--- src/rtl/alu_mul_seq.sv ---
// Shift-and-add multiply/multiply-accumulate sequencer driving the shared ALU adder.
// Optional MUL_EARLY_TERM_EN: finish as soon as the remaining multiplier bits are zero.
`ifndef ALU_ADD_FUNCTION
`define ALU_ADD_FUNCTION 3'b000
`endif

module alu_mul_seq #(
  parameter int unsigned WIDTH = 32,
  parameter int unsigned CNT_W = 5
) (
  input  logic             clk,
  input  logic             rst_n,
  input  logic             start,
  input  logic             mla,
  input  logic [WIDTH-1:0] op_a,
  input  logic [WIDTH-1:0] op_b,
  input  logic [WIDTH-1:0] acc,
  output logic             busy,
  output logic             done,
  output logic [WIDTH-1:0] result,
  output logic             carry,
  output logic             alu_sel,
  output logic [WIDTH-1:0] alu_a,
  output logic [WIDTH-1:0] alu_b,
  output logic [2:0]       alu_func,
  input  logic [WIDTH-1:0] alu_out,
  input  logic             alu_cout
);

  typedef enum logic [1:0] {S_IDLE, S_ITER, S_DONE} state_t;

  localparam logic [CNT_W-1:0] LAST_CNT = CNT_W'(WIDTH - 1);

  state_t           r_state, w_state_nxt;
  logic [WIDTH-1:0] r_p, r_m, r_q, r_result;
  logic [WIDTH-1:0] w_p_nxt, w_m_nxt, w_q_nxt, w_result_nxt;
  logic [CNT_W-1:0] r_cnt, w_cnt_nxt;
  logic             r_carry, w_carry_nxt;
  logic             w_early;

`ifdef MUL_EARLY_TERM_EN
  assign w_early = (r_q == '0);
`else
  assign w_early = 1'b0;
`endif

  always_comb begin
    w_state_nxt  = r_state;
    w_p_nxt      = r_p;
    w_m_nxt      = r_m;
    w_q_nxt      = r_q;
    w_cnt_nxt    = r_cnt;
    w_carry_nxt  = r_carry;
    w_result_nxt = r_result;
    case (r_state)
      S_IDLE: begin
        if (start) begin
          w_p_nxt     = mla ? acc : '0;
          w_m_nxt     = op_a;
          w_q_nxt     = op_b;
          w_cnt_nxt   = '0;
          w_carry_nxt = 1'b0;
          w_state_nxt = S_ITER;
        end
      end
      S_ITER: begin
        if (w_early) begin
          w_state_nxt  = S_DONE;
          w_result_nxt = r_p;
        end else begin
          if (r_q[0]) begin
            w_p_nxt     = alu_out;
            w_carry_nxt = r_carry | alu_cout;
          end
          w_m_nxt   = r_m << 1;
          w_q_nxt   = r_q >> 1;
          w_cnt_nxt = r_cnt + 1'b1;
          // result captures the post-update P so it is valid throughout DONE
          if (r_cnt == LAST_CNT) begin
            w_state_nxt  = S_DONE;
            w_result_nxt = r_q[0] ? alu_out : r_p;
          end
        end
      end
      S_DONE:  w_state_nxt = S_IDLE;
      default: w_state_nxt = S_IDLE;
    endcase
  end

  always_ff @(posedge clk or negedge rst_n) begin
    if (!rst_n) begin
      r_state  <= S_IDLE;
      r_p      <= '0;
      r_m      <= '0;
      r_q      <= '0;
      r_cnt    <= '0;
      r_carry  <= 1'b0;
      r_result <= '0;
    end else begin
      r_state  <= w_state_nxt;
      r_p      <= w_p_nxt;
      r_m      <= w_m_nxt;
      r_q      <= w_q_nxt;
      r_cnt    <= w_cnt_nxt;
      r_carry  <= w_carry_nxt;
      r_result <= w_result_nxt;
    end
  end

  assign busy     = (r_state != S_IDLE);
  assign done     = (r_state == S_DONE);
  assign alu_sel  = busy;
  assign result   = r_result;
  assign carry    = r_carry;
  assign alu_a    = r_p;
  assign alu_b    = r_m;
  assign alu_func = `ALU_ADD_FUNCTION;

endmodule

--- config.mk ---
export PLATFORM = sky130hd
export DESIGN_NAME = alu_mul_seq
export DESIGN_NICKNAME = d
export VERILOG_FILES = /design/src/rtl/alu_mul_seq.sv
export SDC_FILE = /design/constraint.sdc
export NUM_CORES = 1
export LEC_CHECK = 0
export BUFFER_PORTS_ARGS = -buffer_cell sky130_fd_sc_hd__buf_4
export CELL_PAD_IN_SITES_DETAIL_PLACEMENT = 1
export CELL_PAD_IN_SITES_GLOBAL_PLACEMENT = 2
export CORE_AREA = 8 8 229 121
export DETAILED_ROUTE_END_ITERATION = 16
export DIE_AREA = 0 0 237 129
export PLACE_DENSITY_LB_ADDON = 0.2
export SLEW_MARGIN = 30
export SYNTH_ARGS = -nofsm -noshare
export SYNTH_HDL_FRONTEND = slang
export SYNTH_SLANG_ARGS = --single-unit
--- constraint.sdc ---
create_clock -name clk -period 1.7 [get_ports clk]
set_input_delay 0.34 -clock clk [delete_from_list [all_inputs] [get_ports clk]]
set_output_delay 0.34 -clock clk [all_outputs]
set_load 0.02 [all_outputs]
==> metrics, run 1 <==
antenna violations before repair=0; Num Clock Sinks=136; total number of vias=roughly 5900; io pins=236; met2 Resource Use GR=between 20% and 30%; VDD IR max=around 0.00075 V; htree depth=4; Seq/Total Area, Yosys=between 50% and 60%; Cell Area, Synth=6480 um2; drt total wl=25700 um; Max Cap Violations=0; Startpoint Class=flip-flop; GRT met1 Usage=20.3%; DRT Pass-1 Iters=6; Antenna diodes=0; CTS clk-pin slew, worst paths=~0.060 ns; min-delay src=op_b[31]; DR iter-0 viols=321; final worst-path cycle share=99.4%; Simple-Gate Fraction of Synth Area=approximately a tenth; unrepaired setup endpoints after global routing=true; WHS Path Cells=2; post-synthesis xor/xnor area fraction=0%; leakage=4.80 nW; largest net degree at the start of global routing=58; endpoints failing hold=0; proportion of layout cells with a drive suffix above 1=38.2%; Area growth syn-to-layout=50.0%; Remaining DRCs=0; clock buffer depth=2; vias per cell=4.83; Finished Cell Area=9720 um2; post-synth cell types=31; reg2reg end=result[4]; nets=1017; R2R Setup Slk=0.05 ns; Mapped Cells=between 600 and 700; FILL cells=2726; PortBufs=~230; total power=18.9 mW; number of synthesized register bits=136; hold endpoint=r_q[31]; first-pass GRT wire length=38100 um; post-synthesis compound-gate area fraction=between 15 and 20%; Arrival @ worst endpoint=~1.4 ns; M3 GR Usage=4.97%; die extent in x=237 um; fin. max-slew vios=0; Hold WC Path Type=in2reg; GRT overflow=0; Num CTS Buffers=17; WHS=0.129 ns; DR WL/cell=21.1 um; skew final=0.00488 ns; CTS tree=yes; Syn Area/Cell=10.2 um2; Synth top area share=52.5%; Worst Path Max Fanout=3; post-route ant nets=0; DIE AREA=30600 um2; initial core utilization=about a quarter; post-synthesis adder-cell area fraction=0.386%; leading area contributor after synthesis=dfrtp_1; mux contribution to synthesized area=14.8%; grt peak-use layer=met2; # setup viols final=0; Critical Setup Path Class=reg2out; Fin Setup TNS=0 ns; status=finished, final reports clean; Reg-to-Reg Start=r_cnt[1]; Register-to-Register Path Depth=7; dpl cell area=between 8000 and 9000 um2; Synth area leaders=dfrtp_1, mux2i_1, nand2_1; Final GP Congestion=0.748; vias in the first global route=6443; Core Area=24600 um2; Yosys warning count=0; Worst EP required=~1.4 ns; Final Util=between 30 and 40%; Root Driver=clkbuf_16; largest family of logic cells by synthesized area=compound AO/OA/AOI/OAI gates; Detailed Place HPWL=17000 um; maximum clock frequency=0.592 GHz; row count=41; Clk Latency, worst-skew pair=0.43 ns; min Tclk post-route=1.69 ns; Worst Setup End Kind=output port; Die Span Y=129 um; Power Density=1950 nW/um2; all-layer global routing usage=roughly 16%
==> kinds of logic (layout without fill, tap and decap cells) <==
family / after synthesis / after routing
compound gates: 168 / 168
fa+ha+maj: 2 / 2
buf+inv: 59 / 319
flops: 136 / 136
mux: 96 / 96
other cells: 1 / 3
simple gates: 171 / 171
==> through the flow <==
stage | instances | worst slack, ns
6_report | 1217 | 0.00959
4_1_cts | 1204 | -0.0186
2_1_floorplan | 635 | 0.0400
5_1_grt | 1217 | -0.0476
3_3_place_gp | 1158 | 0.0538
3_5_place_dp | 1158 | -0.0482
==> Yosys cell counts, drive strengths merged <==
master    n
nand3b    1
clkbuf   14
dfrtp   136
a221oi   32
mux2i    96
nor3b     1
a31oi     1
nand4     1
o21ai    95
nor2b     2
o21bai    1
buf      43
or2       1
nor2     34
ha        2
inv       2
nand2   127
conb      1
or3b      1
and3      1
nand2b    2
o22ai    31
o21ba     1
a22o      4
a21oi     3
==> metal layers <==
layer  wire length, um  up-vias
met1             11900     3004
li1                  -     2739
met3              1260       20
met2             12200      118
met5                 0        -
met4               263        0
==> placed cells by master, fill, tap and decap left out, types with 2 or more instances in the layout <==
cell type	n
buf_4	250
dfrtp_1	133
nand2_1	122
mux2i_1	95
o21ai_0	51
o21ai_1	43
nor2_1	34
o22ai_1	31
a221oi_1	25
clkbuf_16	22
buf_12	13
buf_6	12
a221oi_2	7
clkbuf_8	7
nand2_2	5
clkinv_2	5
a22o_1	4
buf_16	4
a21oi_1	3
conb_1	3
dfrtp_2	3
nor2b_4	2
nand2b_1	2
inv_1	2
clkinvlp_4	2
==> report_power, final <==
| group | switching (mW) | total, mW | internal (mW) |
|---|---|---|---|
| Combinational | 5.01 | 9.31 | 4.30 |
| Sequential | 1.28 | 6.05 | 4.77 |
| Clock | 1.43 | 3.55 | 2.12 |
==> state kept, by name (all words and copies together), names as in the netlist <==
name	cells
r_cnt	5
carry	1
alu_b	32
r_q	32
alu_a	32
r_state	2
result	32
==> repair_timing <==
item	4_1_cts	5_1_grt
setup endpoints to repair	35	72
setup buffers	9	7
cloned	4	6
hold buffers	1	0
pin swaps	2	1
gates resized for setup	13	40
hold endpoints to repair	14	0
==> critical path, cell delays in order (launching register included) <==
cell and delay (ns):
dfrtp_2 0.41, buf_6 0.12, or2_4 0.25, buf_6 0.13
==> worst max-delay path by stage <==
stage                     depth (start not counted)  slack [ns]    endpoint        from
after floorplan                                   7        0.04  result[14]    r_cnt[0]
after global placement                            6        0.05  result[22]    r_cnt[0]
after detailed placement                          6       -0.05  result[28]    r_cnt[0]
after CTS                                         3       -0.02     alu_sel  r_state[1]
after global routing                              3       -0.05     alu_sel  r_state[1]
final                                             3        0.01        busy  r_state[1]
==> final cells by class <==
cell class	count	area (um2)	share of cell area [%]
inverters	2	7.51	0.0773
well taps	322	403	4.15
clock inverters	7	40.0	0.412
multi-input cells	440	2820	29.0
flip-flops and latches	136	3410	35.1
repair buffers	285	2520	25.9
clock buffers	25	526	5.41
(Power assumes the default switching activity.)
==> run 2, diff against run 1 <==
--- a/config.mk
+++ b/config.mk
@@ -9,6 +9,7 @@
 export CELL_PAD_IN_SITES_DETAIL_PLACEMENT = 1
 export CELL_PAD_IN_SITES_GLOBAL_PLACEMENT = 2
 export CORE_AREA = 8 8 229 121
+export CTS_BUF_LIST = sky130_fd_sc_hd__clkbuf_8
 export DETAILED_ROUTE_END_ITERATION = 16
 export DIE_AREA = 0 0 237 129
 export PLACE_DENSITY_LB_ADDON = 0.2
==> run 2 against run 1 <==
Net effect: the flow now finishes with violations (setup timing); register-to-register slack got worse by 0.06 ns; largest power group unchanged; worst hold slack got worse by 0.040 ns; clock power decreased by 27%; total power decreased by 2.7%; routed wire length increased by 4.7%; critical path depth unchanged.
==> metrics, run 2 (same netlist as run 1, synthesis figures left out) <==
status=finished with violations; violated checks=setup timing; Worst EP required=1.36 ns (about the same); R2R Setup Slk=-0.01 ns (-0.06 ns); WHS Path Cells=2 (unchanged); # setup viols final=4 (+4); Worst Setup End Kind=output port; Critical Setup Path Class=reg2out; io pins=236 (unchanged); setup ws final=-0.0360 ns (-0.0456 ns); die extent in x=237 um (unchanged); FILL cells=2725 (-0.037%); Startpoint Class=flip-flop; WHS=0.0888 ns (-0.0400 ns); htree depth=4 (unchanged); endpoints failing hold=0 (unchanged); critical path startpoint=r_state[1]; dpl cells=1158 (unchanged); unrepaired setup endpoints after global routing=true; all-layer global routing usage=15.9% (about the same); post-route ant nets=0 (unchanged); vias per cell=4.85 (+0.36%); Worst Path Max Fanout=3 (unchanged); VDD IR max=0.000565 V (-25%); first-pass GRT wire length=38000 um (-0.24%); hold endpoint=r_q[31]; min Tclk post-route=1.74 ns (+0.0456 ns); Fin Setup TNS=-0.0989 ns (-0.0989 ns); Power Density=1870 nW/um2 (-3.8%); Remaining DRCs=0 (unchanged); PortBufs=232 (unchanged); Antenna diodes=0 (unchanged); CTS clk-pin slew, worst paths=0.08 ns (+0.02 ns); Reg-to-Reg Start=r_state[0]; DR WL/cell=22.0 um (+4.2%); CTS tree=yes; most frequent cells in the layout=buf_4, dfrtp_1, nand2_1; row count=41 (unchanged); nets=1023 (+0.59%); DIE AREA=30600 um2 (unchanged); drt total wl=26900 um (+4.7%); leakage=4.82 nW (+0.39%); Hold WC Path Type=in2reg; skew final=0.00938 ns (+0.00451 ns); Clk Latency, worst-skew pair=0.47 ns (+0.04 ns); total power=18.4 mW (-2.7%); reg2reg end=alu_a[4]; total number of vias=5931 (+0.85%); DRT Pass-1 Iters=5 (-1); min-delay src=op_b[31]; Register-to-Register Path Depth=7 (unchanged); largest net degree at the start of global routing=58 (unchanged); Num Clock Sinks=136 (unchanged); final worst-path cycle share=102% (+2.7 points); pre-CTS setup slack=-0.0482 ns (unchanged); Core Area=24600 um2 (unchanged); maximum clock frequency=0.576 GHz (-2.6%); Post-Layout Cell Count=1223 (+0.49%); vias in the first global route=6417 (-0.40%); fin. max-slew vios=0 (unchanged); clock buffer depth=2 (unchanged); Die Span Y=129 um (unchanged); Max Cap Violations=0 (unchanged); initial core utilization=26.4% (unchanged); Arrival @ worst endpoint=1.40 ns (+0.05 ns); GRT overflow=0 (unchanged); Area growth syn-to-layout=51.6%; most common cell after layout, fill and taps aside=buf_4; Final GP Congestion=0.748 (unchanged); Num CTS Buffers=17 (unchanged); proportion of layout cells with a drive suffix above 1=42.1% (+3.9 points); DR iter-0 viols=415 (+29%); antenna violations before repair=1 (+1); Root Driver=clkbuf_8; Detailed Place HPWL=17000 um (unchanged)
[run 2: power by group]
group | internal [mW] | total, mW | switching (mW)
Sequential | 4.76 | 6.07 | 1.31
Clock | 1.26 | 2.59 | 1.32
Combinational | 4.53 | 9.75 | 5.22
[run 2: how the worst max path moves through the flow]
stage	end	slack, ns
2_1_floorplan	result[14]	0.04
3_3_place_gp	result[22]	0.05
3_5_place_dp	result[28]	-0.05
4_1_cts	alu_sel	-0.09
5_1_grt	alu_sel	-0.12
6_report	alu_sel	-0.04
[run 2: area by class of cell]
type | count | area (um2) | share of cell area, %
Tap cell | 322 | 403 | 4.10
Multi-Input combinational cell | 440 | 2950 | 30.1
Clock buffer | 24 | 330 | 3.36
Sequential cell | 136 | 3410 | 34.7
Inverter | 2 | 7.51 | 0.0764
Clock inverter | 8 | 43.8 | 0.446
Timing Repair Buffer | 291 | 2680 | 27.3
[run 2: worst max-delay path: stages (launching register included)]
cell	delay, ns
dfrtp_2	0.42
buf_6	0.12
or2_4	0.25
buf_6	0.13
[run 2: repair_timing]
item	in CTS	in global routing
buffers inserted	8	8
endpoints found under the setup margin	35	80
hold endpoints to repair	136	0
resized for setup	13	85
gates cloned	4	12
pin swaps	2	17
hold buffers	1	0
[run 2: metal layers]
metal  vias up  routed length [um]  track usage [%]
met4         0                 306             4.52
met2       127               12700             26.4
met3        21                1770             4.67
met1      3025               12100             20.2
li1       2758                   -                -
met5         -                   0                0
[run 2: metrics by stage]
| stage | util, % | instance area (um2) |
|---|---|---|
| 6_report | 40.0 | 9820 |
| 5_1_grt | 40.0 | 9820 |
| 4_1_cts | 37.7 | 9270 |
| 3_5_place_dp | 35.2 | 8660 |
| 3_3_place_gp | 35.2 | 8660 |
| 2_1_floorplan | - | 6490 |
==> run 3, diff against run 2 <==
--- a/config.mk
+++ b/config.mk
@@ -13,6 +13,7 @@
 export DETAILED_ROUTE_END_ITERATION = 16
 export DIE_AREA = 0 0 237 129
 export PLACE_DENSITY_LB_ADDON = 0.2
+export RECOVER_POWER = 100
 export SLEW_MARGIN = 30
 export SYNTH_ARGS = -nofsm -noshare
 export SYNTH_HDL_FRONTEND = slang
==> run 3 against run 2 <==
Net effect: the run still ends with setup timing left; non-clock buffer count did not move; global-route usage unchanged; routed wire length about the same; via count grew 0.61%; clock power about the same; maximum frequency shrank 1.5%; combinational power is 10% lower; cell count unchanged; core utilization decreased by 1.9 points; first-iteration DRC count fell by 7.7%; register-to-register slack got worse by 0.05 ns; critical path type is now reg2reg; largest cell class unchanged.
==> metrics, run 3 (same netlist as run 1, synthesis figures left out) <==
vias in the first global route=6417 (unchanged); all-layer global routing usage=15.9% (unchanged); WHS Path Cells=2 (unchanged); Remaining DRCs=0 (unchanged); sequential share of power=34.8% (+1.8 points); io pins=236 (unchanged); die extent in x=237 um (unchanged); most frequent CP cell=buf_6; vias per cell=4.88 (+0.61%); fin. max-slew vios=0 (unchanged); Power Density=1860 nW/um2 (-0.86%); unrepaired setup endpoints after global routing=true; endpoints failing hold=0 (unchanged); Worst slew margin=roughly 25%; clock buffer depth=2 (unchanged); setup ws final=-0.0633 ns (-0.0273 ns); antenna violations before repair=1 (unchanged); Worst Setup End Kind=flip-flop; nets=1023 (unchanged); Sw Share=45.0% (+2.3 points); min Tclk post-route=1.76 ns (+0.0273 ns); leakage=4.43 nW (-8.1%); Num CTS Buffers=17 (unchanged); total number of vias=5967 (+0.61%); slowest CP cell=dfrtp_2; CTS tree=yes; internal power=9.56 mW (-9.4%); clock share of power=14.9% (+0.8 points); first-pass GRT wire length=38000 um (unchanged); pre-CTS setup slack=-0.0482 ns (unchanged); Root Driver=clkbuf_8; Worst Path Max Fanout=9 (+6); GRT overflow=0 (unchanged); Critical Setup Path Class=reg2reg; row count=41 (unchanged); Clk Latency, worst-skew pair=0.47 ns (about the same); Arrival @ worst endpoint=2.10 ns (+0.70 ns); proportion of layout cells with a drive suffix above 1=31.1% (-11 points); skew final=0.00979 ns (+0.000406 ns); Worst Tran Pin Value=1.12 ns; Final Util=38.1% (-1.9 points); PortBufs=232 (unchanged); maximum clock frequency=0.567 GHz (-1.5%); post-route ant nets=0 (unchanged); DR WL/cell=22.0 um (about the same); largest stage delay on the critical path=0.43 ns (about the same); Area growth syn-to-layout=44.4%; Startpoint Class=flip-flop; Register-to-Register Path Depth=7 (unchanged); initial core utilization=26.4% (unchanged); Max Cap Violations=0 (unchanged); largest net degree at the start of global routing=58 (unchanged); htree depth=4 (unchanged); most common cell after layout, fill and taps aside=buf_4; Worst EP required=2.03 ns (+0.67 ns); switching power=7.82 mW (-0.39%); Hold WC Path Type=in2reg; final worst-path cycle share=104% (+1.6 points); Num Clock Sinks=136 (unchanged); ordered list of cells on the worst path=buf_6, buf_6, buf_6, nor3b_4, buf_4, clkbuf_16, a221oi_1; Detailed Place HPWL=17000 um (unchanged); status=finished with violations; Die Span Y=129 um (unchanged); # setup viols final=20 (+16); Comb power frac=50.3% (-2.7 points); DR iter-0 viols=383 (-7.7%); WHS=0.0886 ns (-0.000211 ns); Final GP Congestion=0.748 (unchanged); Antenna diodes=0 (unchanged); VDD IR max=0.000556 V (-1.5%); CTS clk-pin slew, worst paths=0.08 ns (about the same); DIE AREA=30600 um2 (unchanged); most frequent cells in the layout=buf_4, dfrtp_1, nand2_1; DRT Pass-1 Iters=5 (unchanged); drt total wl=26900 um (about the same); Core Area=24600 um2 (unchanged); violated checks=setup timing
==> run 3: cell types whose count changed in the layout (fill, tap and decap cells not counted) <==
| cell | previous run | this run |
|---|---|---|
| buf_12 | 15 | 10 |
| buf_16 | 4 | 3 |
| buf_2 | 0 | 2 |
| buf_4 | 249 | 153 |
| buf_6 | 11 | 13 |
| clkbuf_1 | 0 | 98 |
| clkbuf_16 | 10 | 9 |
| clkbuf_2 | 0 | 1 |
| o21ba_1 | 0 | 1 |
| o21ba_2 | 1 | 0 |
==> run 3: worst max-delay path: cells and delay by family, from the launching register on <==
kind	cells	cell delay [ns]
compound gates	1	0.10
buf+inv	5	0.84
flops	1	0.43
simple gates	1	0.23
==> run 3: what timing repair did <==
item / CTS / global route
hold endpoints to repair: 136 / 0
resized for setup: 13 / 85
endpoints found under the setup margin: 35 / 80
pin swaps: 2 / 17
gates cloned: 4 / 12
hold buffers: 1 / 0
buffers inserted: 8 / 8
==> run 3: cell type report <==
| cell class | count | area (um2) |
|---|---|---|
| fillers | 2774 | 15200 |
| flip-flops and latches | 136 | 3410 |
| clock inverters | 8 | 43.8 |
| clock buffers | 24 | 330 |
| repair buffers | 291 | 2210 |
| inverters | 2 | 7.51 |
| multi-input cells | 440 | 2950 |
| well taps | 322 | 403 |
==> run 3: metrics by stage <==
step / instances / power, mW / area, um2 / TNS [ns]
6_report: 1223 / 17.4 / 9350 / -0.791
5_1_grt: 1223 / 18.6 / 9350 / -5.30
2_1_floorplan: 635 / 11.0 / 6490 / 0
4_1_cts: 1203 / 17.8 / 9270 / -0.227
3_5_place_dp: 1158 / 14.8 / 8660 / -0.634
3_3_place_gp: 1158 / 14.4 / 8660 / 0
==> run 3: final timing paths <==
kind                                  from  slack (ns)         end
worst max-delay path            r_state[0]       -0.06    alu_a[3]
min in group asynchronous            rst_n        0.60   alu_b[17]
max in group asynchronous            rst_n        0.12  r_state[1]
worst min register to register  result[22]        0.48  result[22]
worst min-delay path              op_b[31]        0.09     r_q[31]
worst max register to register  r_state[0]       -0.06    alu_a[3]
==> run 3: power groups by stage <==
stage                     registers [mW]  logic (mW)  clock network [mW]
after floorplan                     7.02        3.95                   0
after global placement              5.98        8.44                   0
after detailed placement            6.08        8.72                   0
after CTS                           6.04        9.03                2.70
after global routing                6.28        9.49                2.84
final                               6.05        8.74                2.59
==> run 3: per-layer routing <==
layer	global-route usage, %	vias to the layer above	part of all wire [%]
li1	-	2757	-
met1	20.2	3053	46
met2	26.4	135	47
met3	4.67	22	6.0
met4	4.52	0	1.2
met5	0	-	0
